### src/rtl/mdu_sequencer_pkg.sv
// Shared types and constants for the iterative multiply/divide unit.
// Holds the sequencer state encoding, the datapath width and the MDU funct codes.
package mdu_sequencer_pkg;

  localparam int WIDTH = 32;

  localparam logic [5:0] MULTU = 6'h19;
  localparam logic [5:0] DIVU  = 6'h1B;
  localparam logic [5:0] MFHI  = 6'h10;
  localparam logic [5:0] MFLO  = 6'h12;

  typedef enum logic [1:0] {
    IDLE = 2'd0,
    MUL  = 2'd1,
    DIV  = 2'd2
  } state_t;

endpackage

### src/rtl/mdu_step.sv
// One combinational iteration: shift-add multiply or restoring shift-subtract divide.
// acc_hi holds product-high / remainder, acc_lo holds multiplier / dividend-then-quotient.
module mdu_step #(
  parameter int WIDTH = 32
) (
  input  logic             is_div_i,
  input  logic [WIDTH-1:0] op_i,
  input  logic [WIDTH-1:0] acc_hi_i,
  input  logic [WIDTH-1:0] acc_lo_i,
  output logic [WIDTH-1:0] acc_hi_o,
  output logic [WIDTH-1:0] acc_lo_o
);

  logic [WIDTH:0]   sum;
  logic [WIDTH:0]   rem_sh;
  logic [WIDTH-1:0] diff;
  logic             ge;

  always_comb begin
    sum    = {1'b0, acc_hi_i} + (acc_lo_i[0] ? {1'b0, op_i} : {(WIDTH+1){1'b0}});
    rem_sh = {acc_hi_i, acc_lo_i[WIDTH-1]};
    // The remainder stays below the divisor, so a successful subtract always fits in WIDTH bits.
    diff   = rem_sh[WIDTH-1:0] - op_i;
    ge     = rem_sh >= {1'b0, op_i};
    if (is_div_i) begin
      acc_hi_o = ge ? diff : rem_sh[WIDTH-1:0];
      acc_lo_o = {acc_lo_i[WIDTH-2:0], ge};
    end else begin
      acc_hi_o = sum[WIDTH:1];
      acc_lo_o = {sum[0], acc_lo_i[WIDTH-1:1]};
    end
  end

endmodule

### src/rtl/mdu_sequencer.sv
// 32-step MULTU/DIVU sequencer owning the architectural HI/LO registers.
// HI/LO only change at completion, so hilo_out never exposes partial results.
module mdu_sequencer #(
  parameter int WIDTH = mdu_sequencer_pkg::WIDTH
) (
  input  logic             Clk,
  input  logic             reset,
  input  logic             start_mul,
  input  logic             start_div,
  input  logic [WIDTH-1:0] opa,
  input  logic [WIDTH-1:0] opb,
  input  logic             rd_req,
  input  logic             hi_lo,
  output logic [WIDTH-1:0] hilo_out,
  output logic             busy,
  output logic             stall,
  output logic             done,
  output logic             div_zero
);
  import mdu_sequencer_pkg::*;

  state_t           state_q, state_d;
  logic [4:0]       cnt_q, cnt_d;
  logic [WIDTH-1:0] op_q, op_d;
  logic [WIDTH-1:0] acc_hi_q, acc_hi_d;
  logic [WIDTH-1:0] acc_lo_q, acc_lo_d;
  logic [WIDTH-1:0] hi_q, hi_d;
  logic [WIDTH-1:0] lo_q, lo_d;
  logic             done_q, done_d;
  logic             dz_q, dz_d;
  logic [WIDTH-1:0] step_hi, step_lo;

  mdu_step #(.WIDTH(WIDTH)) u_step (
    .is_div_i (state_q == DIV),
    .op_i     (op_q),
    .acc_hi_i (acc_hi_q),
    .acc_lo_i (acc_lo_q),
    .acc_hi_o (step_hi),
    .acc_lo_o (step_lo)
  );

  always_ff @(posedge Clk or posedge reset) begin
    if (reset) state_q <= IDLE;
    else       state_q <= state_d;
  end

  always_comb begin
    state_d  = state_q;
    cnt_d    = cnt_q;
    op_d     = op_q;
    acc_hi_d = acc_hi_q;
    acc_lo_d = acc_lo_q;
    hi_d     = hi_q;
    lo_d     = lo_q;
    done_d   = 1'b0;
    dz_d     = dz_q;
    case (state_q)
      IDLE: begin
        // Multiply has priority; a simultaneous divide is simply not taken.
        if (start_mul) begin
          op_d     = opa;
          acc_hi_d = '0;
          acc_lo_d = opb;
          cnt_d    = 5'd31;
          state_d  = MUL;
        end else if (start_div) begin
          if (opb == '0) begin
            hi_d   = opa;
            lo_d   = '1;
            dz_d   = 1'b1;
            done_d = 1'b1;
          end else begin
            op_d     = opb;
            acc_hi_d = '0;
            acc_lo_d = opa;
            cnt_d    = 5'd31;
            dz_d     = 1'b0;
            state_d  = DIV;
          end
        end
      end
      MUL, DIV: begin
        acc_hi_d = step_hi;
        acc_lo_d = step_lo;
        if (cnt_q == 5'd0) begin
          hi_d    = step_hi;
          lo_d    = step_lo;
          done_d  = 1'b1;
          state_d = IDLE;
        end else begin
          cnt_d = cnt_q - 5'd1;
        end
      end
      default: state_d = IDLE;
    endcase
  end

  always_ff @(posedge Clk or posedge reset) begin
    if (reset) begin
      cnt_q    <= '0;
      op_q     <= '0;
      acc_hi_q <= '0;
      acc_lo_q <= '0;
      hi_q     <= '0;
      lo_q     <= '0;
      done_q   <= 1'b0;
      dz_q     <= 1'b0;
    end else begin
      cnt_q    <= cnt_d;
      op_q     <= op_d;
      acc_hi_q <= acc_hi_d;
      acc_lo_q <= acc_lo_d;
      hi_q     <= hi_d;
      lo_q     <= lo_d;
      done_q   <= done_d;
      dz_q     <= dz_d;
    end
  end

  assign busy     = (state_q != IDLE);
  assign stall    = busy & (rd_req | start_mul | start_div);
  assign done     = done_q;
  assign div_zero = dz_q;
  assign hilo_out = hi_lo ? lo_q : hi_q;

endmodule

### config.mk
export PLATFORM = sky130hd
export DESIGN_NAME = mdu_sequencer
export DESIGN_NICKNAME = d
export VERILOG_FILES = /design/src/rtl/mdu_sequencer_pkg.sv /design/src/rtl/mdu_step.sv /design/src/rtl/mdu_sequencer.sv
export SDC_FILE = /design/constraint.sdc
export NUM_CORES = 1
export LEC_CHECK = 0
export BUFFER_PORTS_ARGS = -buffer_cell sky130_fd_sc_hd__buf_2
export CAP_MARGIN = 20
export CORE_UTILIZATION = 55
export CTS_BUF_LIST = sky130_fd_sc_hd__clkbuf_8
export CTS_CLUSTER_SIZE = 10
export DETAILED_ROUTE_END_ITERATION = 7
export PLACE_DENSITY = 0.86
export SLEW_MARGIN = 0
export SYNTH_ARGS = -nofsm -noshare
export SYNTH_HDL_FRONTEND = slang
export SYNTH_SLANG_ARGS = --single-unit
### constraint.sdc
create_clock -name Clk -period 5.7 [get_ports Clk]
set_input_delay 0.57 -clock Clk [delete_from_list [all_inputs] [get_ports Clk]]
set_output_delay 0.57 -clock Clk [all_outputs]
set_load 0.1 [all_outputs]
==> results.txt <==
Status = complete, no violations
P_leak = 6.21 nW
Slowest stage delay, CP = 0.81 ns
Post-synthesis cell count = 1506
Ant. Diodes = 0
F_max = 236 MHz
Port bufs = 105
Critical path's slowest cell = o22ai_4
Max-Cap Viols = 0
Vias per inst = 6.49
Design Power = 9.06 mW
Area Growth Syn to Fin = 8.93%
CP Cell Sequence = inv_1 > ha_1 > a21o_1 > a31o_1 > o2111ai_1 > a31oi_1 > o21a_1 > o22ai_4 > buf_4 > nor2_1 > nor3_1 > o21ai_0
Starting DRC count in detailed routing = 1174
Setup TNS = 0 ns
Pwr Density = 657 nW/um^2
H-tree lvl count = 4
TritonRoute pass-1 iters = 5
Met2 usage = 46.2%
Clk sink count = 169
Crit Path Class = reg2reg
Min cycle time layout = 4.23 ns
Top-area cell type share of the netlist area = 33.4%
CTS buffer count = 17
Clk_skew = 0.0139 ns
Period Utilization, post-route = 74.3%
Root buf cell = clkbuf_8
Crit end category = register
Clk_lat worst skew = 0.46 ns
Main flop type after synthesis = dfrtp_1
CP startpoint kind = register
Largest net degree at the start of global routing = 117
R2R depth = 12
Fill cells = 1817
Crit Path Max Fanout = 36
Routed Antenna Nets = 0
Final hold viol count = 0
Total GRT Usage = 31.5%
Synth area leaders = dfrtp_1, mux2i_1, ha_1
Final HPWL DP = 26800 microns
Worst reg2reg endpoint = lo_q[0]
Top Ports = 106
Async SR Flop Fraction = 100%
DRC = 0
NumNets Final = 1690
Met1 usage = 45.3%
Slew HR = 27.7%
Grt peak-use layer = met2
Layout cells sized above 1 = 15.0%
Cell Rows = 55
Final core utilization = 61.0%
Seq/Total Area, Yosys = 33.4%
Most frequent cells in the layout = nand2_1, dfrtp_1, o21ai_0
Starting Density = 56.0%
Post-CTS Setup Bufs = 0
WP data arrival = 4.53 ns
Worst r2r src = op_q[4]
Dpl cells = 1815
Initial antenna violation count = 0
Net Count, Synth = 1646
Netlist cell types = 75
Vias in the first global route = 11200
Core box area = 22600 sq um
Clock Path Buffers = 2
Routed Wire Length = 37000 microns
TritonCTS clock tree = yes
Most common cell after layout, fill and taps aside = nand2_1
Synthesized area = 12600 sq um
CP required = 6.00 ns
Worst vdd ir = 0.623 mV
CTS clk-pin slew, worst paths = 0.10 ns
Seq cells post-synth = 169
Max Slew Vio Count = 0
GPL Wtd Cong = 0.971
Syn_area_per_cell = 8.40 sq um
Die Area = 23600 sq um
DR WL/cell = 20.0 microns
Setup ws final = 1.47 ns
Hold Crit Class = in2async
Cell taking the most area after synthesis = dfrtp_1
Die Span Y = 154 microns
Dpl ws = 1.60 ns
GR Overflow Total = 0
CTS resizes = 0
Final std cells w/o fill = 1848
RSZ-0062 raised after global routing = no
Detailed-route via count = 12000
Worst slew pin tran = 1.08 ns
Die span in x = 154 microns
Post-synth EDFFs = 0
First-pass GRT wire length = 59000 microns
Setup violations, final = 0
Hold-fix buffers, CTS = 0
R2r setup slk = 1.47 ns
Syn. warnings = 0
Grt met3 use = 4.90%
-- final cells by class --
class | count | area [sq um] | share of cell area, %
multi-input cells | 1186 | 7880 | 57.2
flip-flops and latches | 169 | 4230 | 30.7
repair buffers | 115 | 631 | 4.58
well taps | 285 | 357 | 2.59
clock buffers | 19 | 262 | 1.90
inverters | 61 | 234 | 1.70
clock inverters | 13 | 191 | 1.39
-- worst max-delay path, delay by kind of cell, from the launching register on --
family	cells	cell delay, ns
buffers and inverters	2	0.45
DFF	1	0.41
adders and majority gates	1	0.37
AOI/OAI and AO/OA	7	2.17
and+or+nand+nor	2	0.65
-- per-layer routing --
metal	wire, microns	part of all wire, %
met5	0	0
met4	1760	4.7
met3	3840	10
met2	15900	43
met1	15500	42
-- flip-flops by register name (all words and copies together), names as in the netlist --
name      cells
done          1
state_q       2
hi_q         32
op_q         32
cnt_q         5
acc_hi_q     32
lo_q         32
acc_lo_q     32
div_zero      1
-- cells in the mapped netlist, types with 6 or more instances --
library cell    n
inv_1          61
o31ai_1         6
xor2_1         22
buf_2          13
ha_1           68
nor4_1         10
nor3_1         18
mux2_2         65
a31oi_1        44
clkbuf_1       63
and2_1         35
xnor2_1        26
nand2_1       202
o211ai_1       24
dfrtp_1       169
and3_1         11
a21oi_1       106
o21ai_1        27
a22o_1          7
mux2i_1        86
nand3_1        21
a21o_1         19
o21a_1         10
nor2b_1        10
nor2_1        107
a211oi_1        8
nand2b_1        9
o21ai_0       152
o21bai_1       11
nand4_1         8
buf_1          11
-- worst max-delay path by stage --
| stage | from | endpoint | slack, ns | cells past startpoint |
|---|---|---|---|---|
| finish | op_q[4] | lo_q[0] | 1.47 | 12 |
| global route | acc_hi_q[9] | lo_q[0] | 1.27 | 11 |
| detailed placement | opb[30] | acc_lo_q[19] | 1.60 | 11 |
| global placement | acc_lo_q[0] | acc_hi_q[31] | 1.70 | 13 |
| floorplan | reset | acc_hi_q[0] | 0.55 | 1 |
| CTS | acc_lo_q[0] | acc_hi_q[31] | 1.58 | 13 |
-- stage by stage --
stage                     area [sq um]  hold slack, ns
after detailed placement         13300           0.464
final                            13800          0.0785
after global placement           13300           0.457
after floorplan                  12600           0.444
after CTS                        13800           0.393
after global routing             13800          0.0968
-- cells by family after synthesis --
group / count (synthesis) / share of synthesized area, %
and+or+nand+nor: 449 / 15.9
AOI/OAI and AO/OA: 468 / 23.0
DFF: 169 / 33.4
adders and majority gates: 70 / 7.04
xor gates and xnor gates: 48 / 3.32
muxes: 151 / 12.6
buffers and inverters: 151 / 4.70
-- where the power goes --
part	internal, mW	switching [mW]
Combinational	1.90	4.00
Clock	0.506	0.464
Sequential	1.70	0.482
Total	4.11	4.95
Note: power is estimated with default switching activity, not from simulation.
